## src/rtl/uart_rx_param_if.sv

```systemverilog
// uart_rx_param_if: receive-word handshake between the UART front end and its consumer.
interface uart_rx_param_if #(
  parameter int DATA_BITS = 8
);
  logic [DATA_BITS-1:0] data_out;
  logic                 parity_err;
  logic                 frame_err;
  logic                 valid;
  logic                 ready;
  logic                 overrun;
  modport master (output data_out, parity_err, frame_err, valid, overrun, input ready);
  modport slave  (input data_out, parity_err, frame_err, valid, overrun, output ready);
endinterface

```

## src/rtl/uart_rx_param.sv

```systemverilog
// uart_rx_param: parametrised UART receiver with error flags and a FWFT output FIFO.
// Define UART_RX_MAJORITY_EN to take each bit as a 2-of-3 vote around the bit centre.
module uart_rx_param #(
  parameter int CLK_FREQ   = 100000000,
  parameter int BAUD_RATE  = 115200,
  parameter int DATA_BITS  = 8,
  parameter int PARITY     = 0,
  parameter int STOP_BITS  = 1,
  parameter int FIFO_DEPTH = 4
) (
  input  logic             clk,
  input  logic             reset,
  input  logic             rx,
  uart_rx_param_if.master  bus
);
  localparam int TICK_CNT = CLK_FREQ / BAUD_RATE;
  localparam int HALF     = TICK_CNT / 2;
  localparam int CW       = $clog2(TICK_CNT);
  localparam int AW       = $clog2(FIFO_DEPTH);
  localparam int FW       = DATA_BITS + 2;
  typedef enum logic [2:0] {IDLE, START, DATA, PAR, STOP} state_t;
  state_t               state, state_n;
  logic                 rx_m, rx_s, rx_d;
  logic [CW-1:0]        cnt;
  logic [3:0]           bidx;
  logic [DATA_BITS-1:0] shreg;
  logic                 perr, ferr;
  logic                 samp, bit_v, fall, last_data, last_stop;
  logic                 push, pop, full, wr;
  logic [FW-1:0]        mem [FIFO_DEPTH];
  logic [AW:0]          wp, rp;
  // Synchroniser resets to idle-high so reset release never looks like a start edge.
  always_ff @(posedge clk or posedge reset)
    if (reset) {rx_m, rx_s, rx_d} <= 3'b111;
    else       {rx_m, rx_s, rx_d} <= {rx, rx_m, rx_s};
  assign fall      = rx_d & ~rx_s;
  assign last_data = bidx == 4'(DATA_BITS - 1);
  assign last_stop = bidx == 4'(STOP_BITS - 1);
`ifdef UART_RX_MAJORITY_EN
  logic s0, s1;
  always_ff @(posedge clk or posedge reset)
    if (reset) {s0, s1} <= 2'b11;
    else begin
      if (cnt == CW'(HALF - 1)) s0 <= rx_s;
      if (cnt == CW'(HALF))     s1 <= rx_s;
    end
  assign samp  = state != IDLE && cnt == CW'(HALF + 1);
  assign bit_v = (s0 & s1) | (s0 & rx_s) | (s1 & rx_s);
`else
  assign samp  = state != IDLE && cnt == CW'(HALF);
  assign bit_v = rx_s;
`endif
  always_ff @(posedge clk or posedge reset)
    if (reset) state <= IDLE;
    else       state <= state_n;
  always_comb begin
    state_n = state;
    case (state)
      IDLE:    state_n = fall ? START : IDLE;
      START:   state_n = samp ? (bit_v ? IDLE : DATA) : START;
      DATA:    state_n = (samp && last_data) ? (PARITY != 0 ? PAR : STOP) : DATA;
      PAR:     state_n = samp ? STOP : PAR;
      STOP:    state_n = (samp && last_stop) ? IDLE : STOP;
      default: state_n = IDLE;
    endcase
  end
  always_comb begin
    push = state == STOP && samp && last_stop;
  end
  always_ff @(posedge clk or posedge reset)
    if (reset) begin
      cnt   <= '0;
      bidx  <= '0;
      shreg <= '0;
      perr  <= 1'b0;
      ferr  <= 1'b0;
    end else begin
      cnt  <= (state == IDLE || cnt == CW'(TICK_CNT - 1)) ? '0 : cnt + 1'b1;
      bidx <= (state != state_n) ? '0 : samp ? bidx + 1'b1 : bidx;
      if (state == IDLE) {perr, ferr} <= 2'b00;
      if (samp && state == DATA) shreg <= {bit_v, shreg[DATA_BITS-1:1]};
      if (samp && state == PAR)  perr  <= ((^shreg) ^ bit_v) != (PARITY == 1);
      if (samp && state == STOP) ferr  <= ferr | ~bit_v;
    end
  // A full FIFO still accepts a frame when the head is popped in the same cycle.
  assign pop  = bus.valid & bus.ready;
  assign full = (wp[AW] != rp[AW]) && (wp[AW-1:0] == rp[AW-1:0]);
  assign wr   = push && (!full || pop);
  always_ff @(posedge clk)
    if (wr) mem[wp[AW-1:0]] <= {ferr | ~bit_v, perr, shreg};
  always_ff @(posedge clk or posedge reset)
    if (reset) begin
      wp          <= '0;
      rp          <= '0;
      bus.overrun <= 1'b0;
    end else begin
      if (wr)  wp <= wp + 1'b1;
      if (pop) rp <= rp + 1'b1;
      bus.overrun <= push && full && !pop;
    end
  assign bus.valid = wp != rp;
  assign {bus.frame_err, bus.parity_err, bus.data_out} = bus.valid ? mem[rp[AW-1:0]] : '0;
endmodule

```

## src/flat_wrapper.sv

```systemverilog
// flat-port wrapper written by rule: the top's interface ports become plain ports
module uart_rx_param_flat 
#(
  parameter int CLK_FREQ   = 100000000,
  parameter int BAUD_RATE  = 115200,
  parameter int DATA_BITS  = 8,
  parameter int PARITY     = 0,
  parameter int STOP_BITS  = 1,
  parameter int FIFO_DEPTH = 4
)
  (clk, reset, rx, bus_data_out, bus_parity_err, bus_frame_err, bus_valid, bus_overrun, bus_ready);
  uart_rx_param_if #(.DATA_BITS(DATA_BITS)) bus_i ();
  input  logic clk;
  input  logic reset;
  input  logic rx;
  output wire logic [$bits(bus_i.data_out)-1:0] bus_data_out;
  output wire logic [$bits(bus_i.parity_err)-1:0] bus_parity_err;
  output wire logic [$bits(bus_i.frame_err)-1:0] bus_frame_err;
  output wire logic [$bits(bus_i.valid)-1:0] bus_valid;
  output wire logic [$bits(bus_i.overrun)-1:0] bus_overrun;
  input wire logic [$bits(bus_i.ready)-1:0] bus_ready;
  assign bus_data_out = bus_i.data_out;
  assign bus_parity_err = bus_i.parity_err;
  assign bus_frame_err = bus_i.frame_err;
  assign bus_valid = bus_i.valid;
  assign bus_overrun = bus_i.overrun;
  assign bus_i.ready = bus_ready;
  uart_rx_param #(.CLK_FREQ(CLK_FREQ), .BAUD_RATE(BAUD_RATE), .DATA_BITS(DATA_BITS), .PARITY(PARITY), .STOP_BITS(STOP_BITS), .FIFO_DEPTH(FIFO_DEPTH)) u_core (.clk(clk), .reset(reset), .rx(rx), .bus(bus_i));
endmodule
```

## config.mk

```make
export PLATFORM = sky130hd
export DESIGN_NAME = uart_rx_param_flat
export DESIGN_NICKNAME = d
export VERILOG_FILES = /design/src/rtl/uart_rx_param_if.sv /design/src/rtl/uart_rx_param.sv /design/src/flat_wrapper.sv
export SDC_FILE = /design/constraint.sdc
export NUM_CORES = 1
export LEC_CHECK = 0
export CORE_MARGIN = 1.5
export CORE_UTILIZATION = 55
export CTS_CLUSTER_SIZE = 14
export DETAILED_ROUTE_END_ITERATION = 16
export DONT_BUFFER_PORTS = 1
export PLACE_DENSITY = 0.73
export SYNTH_ARGS = -nofsm -noshare
export SYNTH_HDL_FRONTEND = slang
export SYNTH_SLANG_ARGS = --single-unit
```

## constraint.sdc

```tcl
create_clock -name clk -period 2.1 [get_ports clk]
set_input_delay 0.42 -clock clk [delete_from_list [all_inputs] [get_ports clk]]
set_output_delay 0.42 -clock clk [all_outputs]
set_load 0.01 [all_outputs]
```

# Yosys cells after proc, flatten, opt, wreduce, memory -nomap -nowiden
# Memories as Yosys holds them, arrays and structs flattened.
# Cells that the tools add are included.
dict set report totals {
  in_bits 4
  mem_count 1
  reg_bits 37
  elab_cells 71
  out_inout_bits 12
  ramBits 40
}
dict set report classes {
  n_addsub 4
  bitwise 5
  eq_ne 11
  reduce_logical 22
  n_mux 16
}
# name words width read_ports rd_clocked_by_memory_dff write_ports line_no
set memory_table {}
lappend memory_table {u_core.mem 4 10 1 0 1 uart_rx_param.sv:30} ;# logic [FW-1:0] mem [FIFO_DEPTH];
# operator n
set op_table {}
lappend op_table {{$mux 10} 2}
lappend op_table {{$pmux 3 s5} 1}
lappend op_table {{$mux 3} 4}
lappend op_table {{$logic_and 1x1->1} 11}
lappend op_table {{$add 10x1->10 const B} 1}
lappend op_table {{$eq 10x10->1 const B} 1}
lappend op_table {{$eq 10x9->1 const B} 1}
lappend op_table {{$mux 4} 2}
lappend op_table {{$reduce_xor 8->1} 1}
lappend op_table {{$add 3x1->3 const B} 2}
lappend op_table {{$eq 3x2->1 const B} 2}
lappend op_table {{$mux 1} 6}
lappend op_table {{$ne 3x3->1} 2}
lappend op_table {{$reduce_bool 2->1} 3}
lappend op_table {{$add 4x1->4 const B} 1}
lappend op_table {{$eq 4x3->1 const B} 1}
lappend op_table {{$logic_not 4->1} 1}
lappend op_table {{$eq 3x1->1 const B} 1}
lappend op_table {{$eq 3x3->1 const B} 1}
lappend op_table {{$logic_not 3->1} 1}
lappend op_table {{$reduce_bool 3->1} 1}
lappend op_table {{$and 1x1->1} 2}
lappend op_table {{$eq 2x2->1} 1}
lappend op_table {{$logic_not 1->1} 2}
lappend op_table {{6 further kinds} 7}

# Logic depth before layout (Yosys ltp)
# Gate-level depths: netlist of the first run.
dict set report depth {
  ltp_word 7
  depth_mapped 7
  mapped_depth_nobuf 7
}

# Worst setup path after synthesis of the first run
# Ideal clock, no wire load.
dict set report synth_timing {
  path_type {register to register}
  start {register u_core.bidx[0]}
  end {memory u_core.mem[3][0] (netlist bit) (enable)}
  stages_incl_launch_ff 7
  path_buffers 0
  required_time_ps 1749
  t_arrival_ps 1636
  setup_time_ps 351
  slack_ps 113
  cell_sequence {dfrtp_1 > inv_1 > ha_1 > nor3b_1 > and3_1 > nor3b_2 > and2_1}
}
dict set report synth_between {
  elab_chain_cells 5
}
# element line_no
set synth_lines {}
lappend synth_lines {{start: declaration} uart_rx_param.sv:25} ;# logic [3:0] bidx;
lappend synth_lines {{start signal: assignment} uart_rx_param.sv:79} ;# bidx <= (state != state_n) ? '0 : samp ? bidx + 1'b1 : bidx;
lappend synth_lines {{$logic_not 4->1} uart_rx_param.sv:38} ;# assign last_stop = bidx == 4'(STOP_BITS - 1);
lappend synth_lines {{$logic_and 1x1->1} uart_rx_param.sv:68} ;# push = state == STOP && samp && last_stop;
lappend synth_lines {{$logic_and 1x1->1} uart_rx_param.sv:88} ;# assign wr = push && (!full || pop);
lappend synth_lines {{$mux 1} uart_rx_param.sv:90} ;# if (wr) mem[wp[AW-1:0]] <= {ferr | ~bit_v, perr, shreg};
lappend synth_lines {{$mux 1 (not written as such)} uart_rx_param.sv:90}
lappend synth_lines {{end: declaration} uart_rx_param.sv:30}
# No other way between the ends.

# Worst setup path in the final report of the first run
dict set report layout_timing {
  start {register u_core.rp[0]}
  end {output port bus_frame_err}
}
dict set report layout_between {
  elab_chain_cells 2
  elab_cells_between_ends 3
}
# element line_no
set layout_lines {}
lappend layout_lines {{start: declaration} uart_rx_param.sv:31} ;# logic [AW:0] wp, rp;
lappend layout_lines {{start signal: assignment} uart_rx_param.sv:98} ;# if (pop) rp <= rp + 1'b1;
lappend layout_lines {{$mem_v2 4x10 / $ne 3x3->1 (equally long branches)} -}
lappend layout_lines {{$mux 10 *} uart_rx_param.sv:102} ;# assign {bus.frame_err, bus.parity_err, bus.data_out} = bus.valid ? mem[rp[AW-1:0]] : '0;
lappend layout_lines {{end: declaration} flat_wrapper.sv:18} ;# output wire logic [$bits(bus_i.frame_err)-1:0] bus_frame_err;
# Mark *: on every way between the ends. The rest lies on a longest branch, timed or not.

==> qor.yml, run 1 <==
synth_area_um2: 3450
pin_count: 16
skew_ns: 0.00816
cts.sinks: 77
synthArstFlopShare_pct: 48.1
crit_family: "multiplexers"
grt_pass1_vias: 1857
netlist_instances: 252
antenna_found_initial: 0
dp_hpwl_um: 3850
ant_nets: 0
diodes: 0
slew_violations: 0
grt_pass1_wl_um: 9100
critPathArrivalTime_ns: 1.63
start_util_pct: 57.7
routedWlPerCell_um: 15.9
synth.top_cell.area_share_pct: 34.8
synthFlopType: "edfxtp_1"
crit_buf_inv: 1
grt_util_met2_pct: 30.7
syn_nets: 265
cts_buffers: 9
crit_slowest_cell: "mux4_2"
p_leak_nw: 1.63
die_area_um2: 6770
crit_path_end_kind: "output pin"
rows: 28
period_minus_slack_ns: 2.05
r2r-start: "u_core.bidx[0]$_DFFE_PP0P_"
syn_avg_cell_area_um2: 13.7
cap_violations: 0
ys_warn_count: 0
num_vias: 1920
required_ns: 1.68
instances_no_fill: 350
root_buffer: "clkbuf_8"
fmax_mhz: 488
setup_violations: 0
htree_levels: 3
cts_tree: "built"
grt-ovfl-total: 0
core_um2: 5990
timing.final.crit_share_pct: 97.6
hold_viol_final: 0
gp_congestion: 0.828
met1_usage_pct: 23.5
worstSetupPathType: "flop to output pin"
dp_cells: 333
io_buffers: 0
yosysUniqueCellTypes: 45
crit_fanout: 10
setup.worst_path.start_class: "flop"
drt_first_pass_iters: 4
synthTopCellsByArea: "edfxtp_1 (35%), dfrtp_1 (25%), mux4_2 (6.5%)"
vdd_ir_drop_max_uv: 611
fin_nets: 283
drtIter0Drc: 84
hold_ws_ns: 0.0630
outcome: "finished, final reports clean"
grt.busiest_layer: "met2"
cts.reportedPaths.clkPinSlew_ns: 0.08
drive_above_1_share_pct: 23.6
r2r_end: "u_core.mem[2][9]$_DFFE_PP_"
viasPerCell: 5.49
grt_max_degree: 38
grtUsageMet3_pct: 3.63
cp_cell_sequence: "buf_12 > mux4_2 > and2_1"
reg2reg_setup_slack_ns: 0.11
dieWidth_um: 82.3
clk_latency_ns: 0.34
tightest_slew_ns: 0.705
syn_to_final_growth_pct: 13.0
finalSetupTns_ns: 0
relSlewSlack_pct: 52.7
ys_seq_area_share_pct: 61.7
cts_buffer_depth: 2
synth_largest_area_cell: "edfxtp_1"
crit_path_max_incr_delay_ns: 0.50
ff2ff_path_depth: 7
grt_usage_pct: 18.7
synth-edff-count: 40
hold_class: "input port to asynchronous set/reset pin"
power_density_nw_per_um2: 904
fp.dieH_um: 82.3
hold_buffers: 0
p_total_mw: 3.53
ys_ff_latch: 77
drt_wl_total_um: 5580
drcViolationCount: 0
registers in the layout, indices dropped and copies added (netlist names):
register	flops
u_core.mem	40
u_core.cnt	10
u_core.shreg	8
u_core.bidx	4
u_core.rp	3
u_core.state	3
u_core.wp	3
u_core.bit_v	1
u_core.bus.overrun	1
u_core.ferr	1
u_core.perr	1
u_core.rx_d	1
u_core.rx_m	1
per-layer routing:
metal | vias up | routed length, um
met5 | - | 0
li1 | 940 | -
met4 | 0 | 101
met2 | 22 | 2830
met3 | 9 | 119
met1 | 949 | 2530
cells in the mapped netlist (all sizes together) (2+ instances only):
library cell  instances
edfxtp               40
dfrtp                34
nor2                 18
xnor2                17
nand2                16
and2                 15
inv                  13
mux4                 10
ha                    9
a21oi                 8
mux2                  8
nand3                 7
xor2                  6
buf                   5
clkbuf                4
nor3b                 4
o21ai                 4
or3                   4
dfstp                 3
nand4                 3
and3                  2
nor3                  2
nor4                  2
timing repair:
action,in CTS,in global routing
gates resized for setup,1,6
endpoints found under the hold margin,0,0
endpoints found under the setup margin,10,11
setup buffers,1,0
kinds of logic after synthesis:
family / after synthesis / synth area share [%]
xor+xnor: 23 / 5.83
simple gates: 81 / 13.0
fa+ha+maj: 9 / 3.26
compound gates: 22 / 4.20
buf+inv: 22 / 2.93
flops: 77 / 61.7
mux: 18 / 9.13
worst max path at each step:
stage,from,to,cells after the start
floorplan,u_core.bidx[0]$_DFFE_PP0P_,u_core.mem[3][0]$_DFFE_PP_,6
global placement,u_core.bidx[0]$_DFFE_PP0P_,u_core.mem[0][4]$_DFFE_PP_,7
detailed placement,u_core.bidx[0]$_DFFE_PP0P_,u_core.mem[1][4]$_DFFE_PP_,7
CTS,u_core.rp[0]$_DFFE_PP0P_,bus_data_out[1],3
global route,u_core.wp[1]$_DFFE_PP0P_,bus_parity_err,4
finish,u_core.rp[0]$_DFFE_PP0P_,bus_frame_err,3
through the flow:
stage / instance area (um^2) / util, % / worst slack (ns)
6_report: 3900 / 65.1 / 0.0510
2_1_floorplan: 3450 / - / 0.113
5_1_grt: 3900 / 65.1 / -0.00591
4_1_cts: 3890 / 64.9 / 0.0228
3_3_place_gp: 3670 / 61.3 / 0.171
3_5_place_dp: 3670 / 61.3 / 0.146
layout by cell type, fill, tap and decap left out, types with 6 or more instances in the layout:
cell type  Yosys  final
ha_1           9      9
inv_1         13     13
nor2_1        18     18
xnor2_1       17     17
mux4_2        10     10
xor2_1         6      6
and2_1        15     10
buf_4          0     11
nand2_1       15     14
a21oi_1        8      8
clkbuf_8       0      9
dfrtp_1       34     33
edfxtp_1      40     40
nand3_1        7      7
mux2_2         8      8
area by class of cell:
class | count | area (um^2)
flip-flops and latches | 77 | 2130
fillers | 452 | 2090
multi-input cells | 153 | 1240
repair buffers | 16 | 183
clock buffers | 9 | 124
well taps | 75 | 93.8
clock inverters | 7 | 83.8
inverters | 13 | 48.8
power breakdown:
part,switching [mW],internal [mW]
Sequential,0.0933,1.66
Clock,0.572,0.567
Combinational,0.324,0.308
Total,0.989,2.54
No activity file was read; power rests on OpenSTA's default activity.
==> run 2: changes to the inputs <==
--- a/config.mk
+++ b/config.mk
@@ -5,7 +5,7 @@
 export SDC_FILE = /design/constraint.sdc
 export NUM_CORES = 1
 export LEC_CHECK = 0
-export CORE_MARGIN = 1.5
+export CORE_MARGIN = 2
 export CORE_UTILIZATION = 55
 export CTS_CLUSTER_SIZE = 14
 export DETAILED_ROUTE_END_ITERATION = 16
==> qor.yml, run 2 (synthesis gave the netlist of run 1 again) <==
outcome: "finished, final reports clean"
crit_fanout: 10  # unchanged
final_common_cell: "edfxtp_1"
antenna_found_initial: 0  # unchanged
fin_nets: 283  # unchanged
fp.dieH_um: 83.3  # +1.2%
relSlewSlack_pct: 55.1  # +2.5 points
grt_max_degree: 38  # unchanged
required_ns: 1.68  # about the same
r2r_end: "u_core.shreg[6]$_DFFE_PP0P_"
crit_slowest_cell: "mux4_2"
viasPerCell: 5.51  # +0.52%
timing.final.crit_share_pct: 97.5  # about the same
critPathArrivalTime_ns: 1.63  # about the same
slew_violations: 0  # unchanged
grt_usage_pct: 17.5  # -1.2 points
finalSetupTns_ns: 0  # unchanged
mostFrequentLayoutCells: "edfxtp_1 (40), dfrtp_1 (33), nor2_1 (18), xnor2_1 (17), nand2_1 (14)"
setup_violations: 0  # unchanged
fmax_mhz: 488  # about the same
core_um2: 5990  # unchanged
fill_cells: 438  # -3.1%
p_comb_share_pct: 19.0  # +1.1 points
cts_buffer_depth: 2  # unchanged
switchingPower_uw: 981  # -0.82%
vdd_ir_drop_max_uv: 587  # -3.9%
root_buffer: "clkbuf_8"
cp_cell_sequence: "buf_12 > mux4_2 > and2_4"
power_density_nw_per_um2: 874  # -3.3%
crit_buf_inv: 1  # unchanged
drtIter0Drc: 95  # +13%
cts.sinks: 77  # unchanged
r2r-start: "u_core.cnt[3]$_DFF_PP0_"
period_minus_slack_ns: 2.05  # -0.00171 ns
grt_pass1_wl_um: 9420  # +3.5%
p_int_mw: 2.42  # -4.6%
largest_register_ffs: 40  # unchanged
io_buffers: 0  # unchanged
drt_first_pass_iters: 4  # unchanged
cts_tree: "built"
drcViolationCount: 0  # unchanged
gp_congestion: 0.846  # +2.2%
skew_ns: 0.00605  # -0.00211 ns
setup.worst_path.start_class: "flop"
routedWlPerCell_um: 15.6  # -2.1%
p_leak_nw: 1.62  # -0.79%
diodes: 0  # unchanged
grt-ovfl-total: 0  # unchanged
grt_pass1_vias: 2043  # +10%
cts_buffers: 9  # unchanged
cap_violations: 0  # unchanged
ant_nets: 0  # unchanged
clk_latency_ns: 0.34  # about the same
dp_hpwl_um: 3830  # -0.57%
crit_path_end_kind: "output pin"
drive_above_1_share_pct: 25.8  # +2.2 points
crit_path_max_incr_delay_ns: 0.51  # about the same
dieWidth_um: 83.3  # +1.2%
htree_levels: 3  # unchanged
ff2ff_path_depth: 4  # -3
drt_wl_total_um: 5460  # -2.1%
num_vias: 1930  # +0.52%
pin_count: 16  # unchanged
die_area_um2: 6930  # +2.4%
hold_viol_final: 0  # unchanged
seqPwrFrac_pct: 51.6  # +1.8 points
start_util_pct: 57.7  # unchanged
cts.reportedPaths.clkPinSlew_ns: 0.08  # about the same
syn_to_final_growth_pct: 12.7
worstSetupPathType: "flop to output pin"
rows: 28  # unchanged
reg2reg_setup_slack_ns: 0.16  # +0.05 ns
grt_setup_unrepaired: "true"
p_total_mw: 3.40  # -3.6%
tightest_slew_ns: 0.668  # -0.0366 ns
swShare_pct: 28.8  # +0.80 points
pwr-share-clk_pct: 29.5  # -2.8 points
hold_buffers: 0  # unchanged
crit_family: "multiplexers"
hold_class: "input port to asynchronous set/reset pin"
==> run 2: what timing repair did <==
action | 4_1_cts | 5_1_grt
pin swaps | 0 | 0
endpoints found under the hold margin | 0 | 0
resized for setup | 1 | 12
setup endpoints to repair | 10 | 52
buffers inserted | 0 | 1
==> run 2: cell type report <==
type	count	area, um^2	share of cell area, %
clock buffer	9	124	3.18
timing repair buffer	16	183	4.69
inverter	13	48.8	1.25
multi-input combinational	153	1250	32.2
tap	75	93.8	2.41
clock inverter	7	56.3	1.45
sequential	77	2130	54.8
==> run 2: metrics by stage <==
| stage | setup slack [ns] | hold WS [ns] | cells | cell area, um^2 | util [%] |
|---|---|---|---|---|---|
| after global routing | -0.0188 | 0.0509 | 350 | 3890 | 65.0 |
| final | 0.0527 | 0.0639 | 350 | 3890 | 65.0 |
| after floorplan | 0.113 | 0.345 | 252 | 3450 | - |
| after global placement | 0.176 | 0.347 | 333 | 3670 | 61.3 |
| after CTS | 0.00372 | 0.0547 | 349 | 3850 | 64.3 |
| after detailed placement | 0.120 | 0.352 | 333 | 3670 | 61.3 |
==> run 2: power groups by stage <==
stage | sequential [mW] | combinational (mW) | clock [mW]
6_report | 1.75 | 0.645 | 1.00
2_1_floorplan | 1.77 | 0.440 | 0
5_1_grt | 1.77 | 0.727 | 1.08
3_5_place_dp | 1.79 | 0.624 | 0
4_1_cts | 1.76 | 0.624 | 1.03
3_3_place_gp | 1.79 | 0.603 | 0
==> run 2: how the worst max path moves through the flow <==
stage | start | end | slack (ns) | cells after the start
5_1_grt | u_core.rp[0]$_DFFE_PP0P_ | bus_data_out[1] | -0.02 | 3
4_1_cts | u_core.rp[0]$_DFFE_PP0P_ | bus_data_out[7] | 0.004 | 3
3_3_place_gp | u_core.bidx[0]$_DFFE_PP0P_ | u_core.mem[0][4]$_DFFE_PP_ | 0.18 | 7
6_report | u_core.rp[0]$_DFFE_PP0P_ | bus_data_out[1] | 0.05 | 3
2_1_floorplan | u_core.bidx[0]$_DFFE_PP0P_ | u_core.mem[3][0]$_DFFE_PP_ | 0.11 | 6
3_5_place_dp | u_core.bidx[0]$_DFFE_PP0P_ | u_core.mem[2][4]$_DFFE_PP_ | 0.12 | 7
==> run 2: routing by layer <==
metal	routed length (um)	global-route usage [%]
met4	95	8.49
met1	2440	21.7
met5	0	0
met3	171	3.68
met2	2760	29.3
==> run 3: changes to the inputs <==
--- a/config.mk
+++ b/config.mk
@@ -5,12 +5,13 @@
 export SDC_FILE = /design/constraint.sdc
 export NUM_CORES = 1
 export LEC_CHECK = 0
+export CORE_ASPECT_RATIO = 0.75
 export CORE_MARGIN = 2
 export CORE_UTILIZATION = 55
 export CTS_CLUSTER_SIZE = 14
 export DETAILED_ROUTE_END_ITERATION = 16
 export DONT_BUFFER_PORTS = 1
-export PLACE_DENSITY = 0.73
+export PLACE_DENSITY = 0.8
 export SYNTH_ARGS = -nofsm -noshare
 export SYNTH_HDL_FRONTEND = slang
 export SYNTH_SLANG_ARGS = --single-unit
==> constraint.sdc (replaced) <==
create_clock -name clk -period 2.1 [get_ports clk]
set_input_delay 0.21 -clock clk [delete_from_list [all_inputs] [get_ports clk]]
set_output_delay 0.21 -clock clk [all_outputs]
set_load 0.01 [all_outputs]
==> qor.yml, run 3 (synthesis gave the netlist of run 1 again) <==
largest_register_ffs: 40  # unchanged
cts_tree: "built"
drt_first_pass_iters: 5  # +1
grt_max_degree: 38  # unchanged
start_util_pct: 58.1  # +0.44 points
cts.sinks: 77  # unchanged
clk_latency_ns: 0.34  # about the same
outcome: "finished, final reports clean"
num_vias: 1993  # +3.3%
fp.dieH_um: 72.6  # -13%
dieWidth_um: 95.5  # +15%
grt_pass1_vias: 1999  # -2.2%
setup_slack_ns: 0.0979  # +0.0451 ns
cts_buffer_depth: 2  # unchanged
top_layer: "met4"
skew_ns: 0.00972  # +0.00367 ns
drtIter0Drc: 113  # +19%
cts_buffers: 9  # unchanged
gp_congestion: 0.849  # +0.38%
pin_count: 16  # unchanged
required_ns: 2.16  # +0.48 ns
grt_usage_pct: 20.4  # +2.9 points
core_um2: 5950  # -0.75%
critPathArrivalTime_ns: 2.06  # +0.43 ns
grt-ovfl-total: 0  # unchanged
fmax_mhz: 499  # +2.3%
hold_viol_final: 0  # unchanged
diodes: 0  # unchanged
rows: 24  # -14%
hold_class: "input port to flop"
fin_nets: 285  # +0.71%
crit_fanout: 5  # -5
power_density_nw_per_um2: 892  # +2.1%
met2_length_um: 2950  # +7.0%
cap_violations: 0  # unchanged
crit_path_end_kind: "flop"
wl_met3_um: 279  # +63%
vdd_ir_drop_max_uv: 506  # -14%
place_ws_ns: 0.0749  # -0.0455 ns
timing.final.crit_share_pct: 95.3  # -2.1 points
htree_levels: 3  # unchanged
die_area_um2: 6940  # +0.10%
tightest_slew_ns: 0.660  # -0.00824 ns
mostFrequentLayoutCells: "edfxtp_1 (40), dfrtp_1 (34), nor2_1 (18), xnor2_1 (17)"
antenna_found_initial: 0  # unchanged
grt_pass1_wl_um: 10200  # +8.0%
root_buffer: "clkbuf_8"
relSlewSlack_pct: 55.7  # +0.55 points
period_minus_slack_ns: 2.00  # -0.0451 ns
final_common_cell: "edfxtp_1"
worstSetupPathType: "flop to flop"
setup_violations: 0  # unchanged
drive_above_1_share_pct: 21.7  # -4.2 points
setup.worst_path.start_class: "flop"
slew_violations: 0  # unchanged
drcViolationCount: 0  # unchanged
instances_no_fill: 355  # +1.4%
routedWlPerCell_um: 17.3  # +11%
wl_met1_um: 2860  # +17%
io_buffers: 0  # unchanged
dp_cells: 336  # +0.90%
viasPerCell: 5.61  # +1.8%
p_leak_nw: 1.62  # +0.57%
drt_wl_total_um: 6140  # +12%
syn_to_final_growth_pct: 12.8
dp_hpwl_um: 4350  # +14%
cts.reportedPaths.clkPinSlew_ns: 0.09  # about the same
ant_nets: 0  # unchanged
[run 3: cell count changes in the layout (fill, tap and decap cells not counted), sizes merged]
| cell | change |
|---|---|
| bufinv | +1 |
| dlygate4sd3 | +2 |
| clkinv | +1 |
| clkinvlp | -2 |
[run 3: stage by stage]
| stage | power [mW] | area [um^2] | TNS, ns | utilization, % | hold slack, ns |
|---|---|---|---|---|---|
| CTS | 3.51 | 3870 | 0 | 65.2 | 0.0199 |
| global placement | 2.37 | 3650 | 0 | 61.4 | 0.215 |
| global route | 3.65 | 3900 | -0.00565 | 65.6 | 0.0171 |
| finish | 3.48 | 3900 | 0 | 65.6 | 0.0374 |
| detailed placement | 2.39 | 3650 | 0 | 61.4 | 0.215 |
| floorplan | 2.21 | 3450 | 0 | - | 0.214 |
[run 3: layout make-up]
| type | instances | area [um^2] |
|---|---|---|
| Clock inverter | 7 | 80.1 |
| Multi-Input combinational cell | 153 | 1240 |
| Clock buffer | 9 | 124 |
| Inverter | 13 | 48.8 |
| Sequential cell | 77 | 2130 |
| Timing Repair Buffer | 18 | 178 |
| Fill cell | 421 | 2050 |
| Tap cell | 78 | 97.6 |
[run 3: repair_timing]
item	4_1_cts	5_1_grt
hold buffers	2	0
setup endpoints to repair	0	48
setup buffers	0	1
resized for setup	0	3
hold endpoints to repair	35	0
[run 3: routing by layer]
metal,vias up,GRT usage (%)
met1,998,29.2
met2,45,30.7
met5,-,0
met4,0,5.71
met3,4,6.61
li1,946,-
[run 3: where the power goes]
part           total, mW  switching (mW)  internal [mW]
Clock               1.12           0.554          0.563
Sequential          1.74          0.0808           1.66
Combinational      0.618           0.337          0.281
[run 3: worst paths after layout]
kind / start / endpoint / slack [ns] / depth (start not counted)
worst max-delay path: u_core.cnt[6]$_DFF_PP0_ / u_core.mem[1][7]$_DFFE_PP_ / 0.1 / 5
worst min-delay path: bus_ready / u_core.rp[0]$_DFFE_PP0P_ / 0.04 / 2
worst max register to register: u_core.cnt[6]$_DFF_PP0_ / u_core.mem[1][7]$_DFFE_PP_ / 0.1 / 5
worst min register to register: u_core.rx_m$_DFF_PP1_ / u_core.bit_v$_DFF_PP1_ / 0.36 / 0
max in group asynchronous: reset / u_core.rx_d$_DFF_PP1_ / 1.33 / 3
min in group asynchronous: reset / u_core.state[2]$_DFF_PP0_ / 0.41 / 3
[run 3: worst max-delay path, cell delays in order (launching register included)]
cell and delay (ns):
dfrtp_1 0.43, and4bb_1 0.31, nand4_1 0.29, nor3b_4 0.32
and2_1 0.21, buf_4 0.17
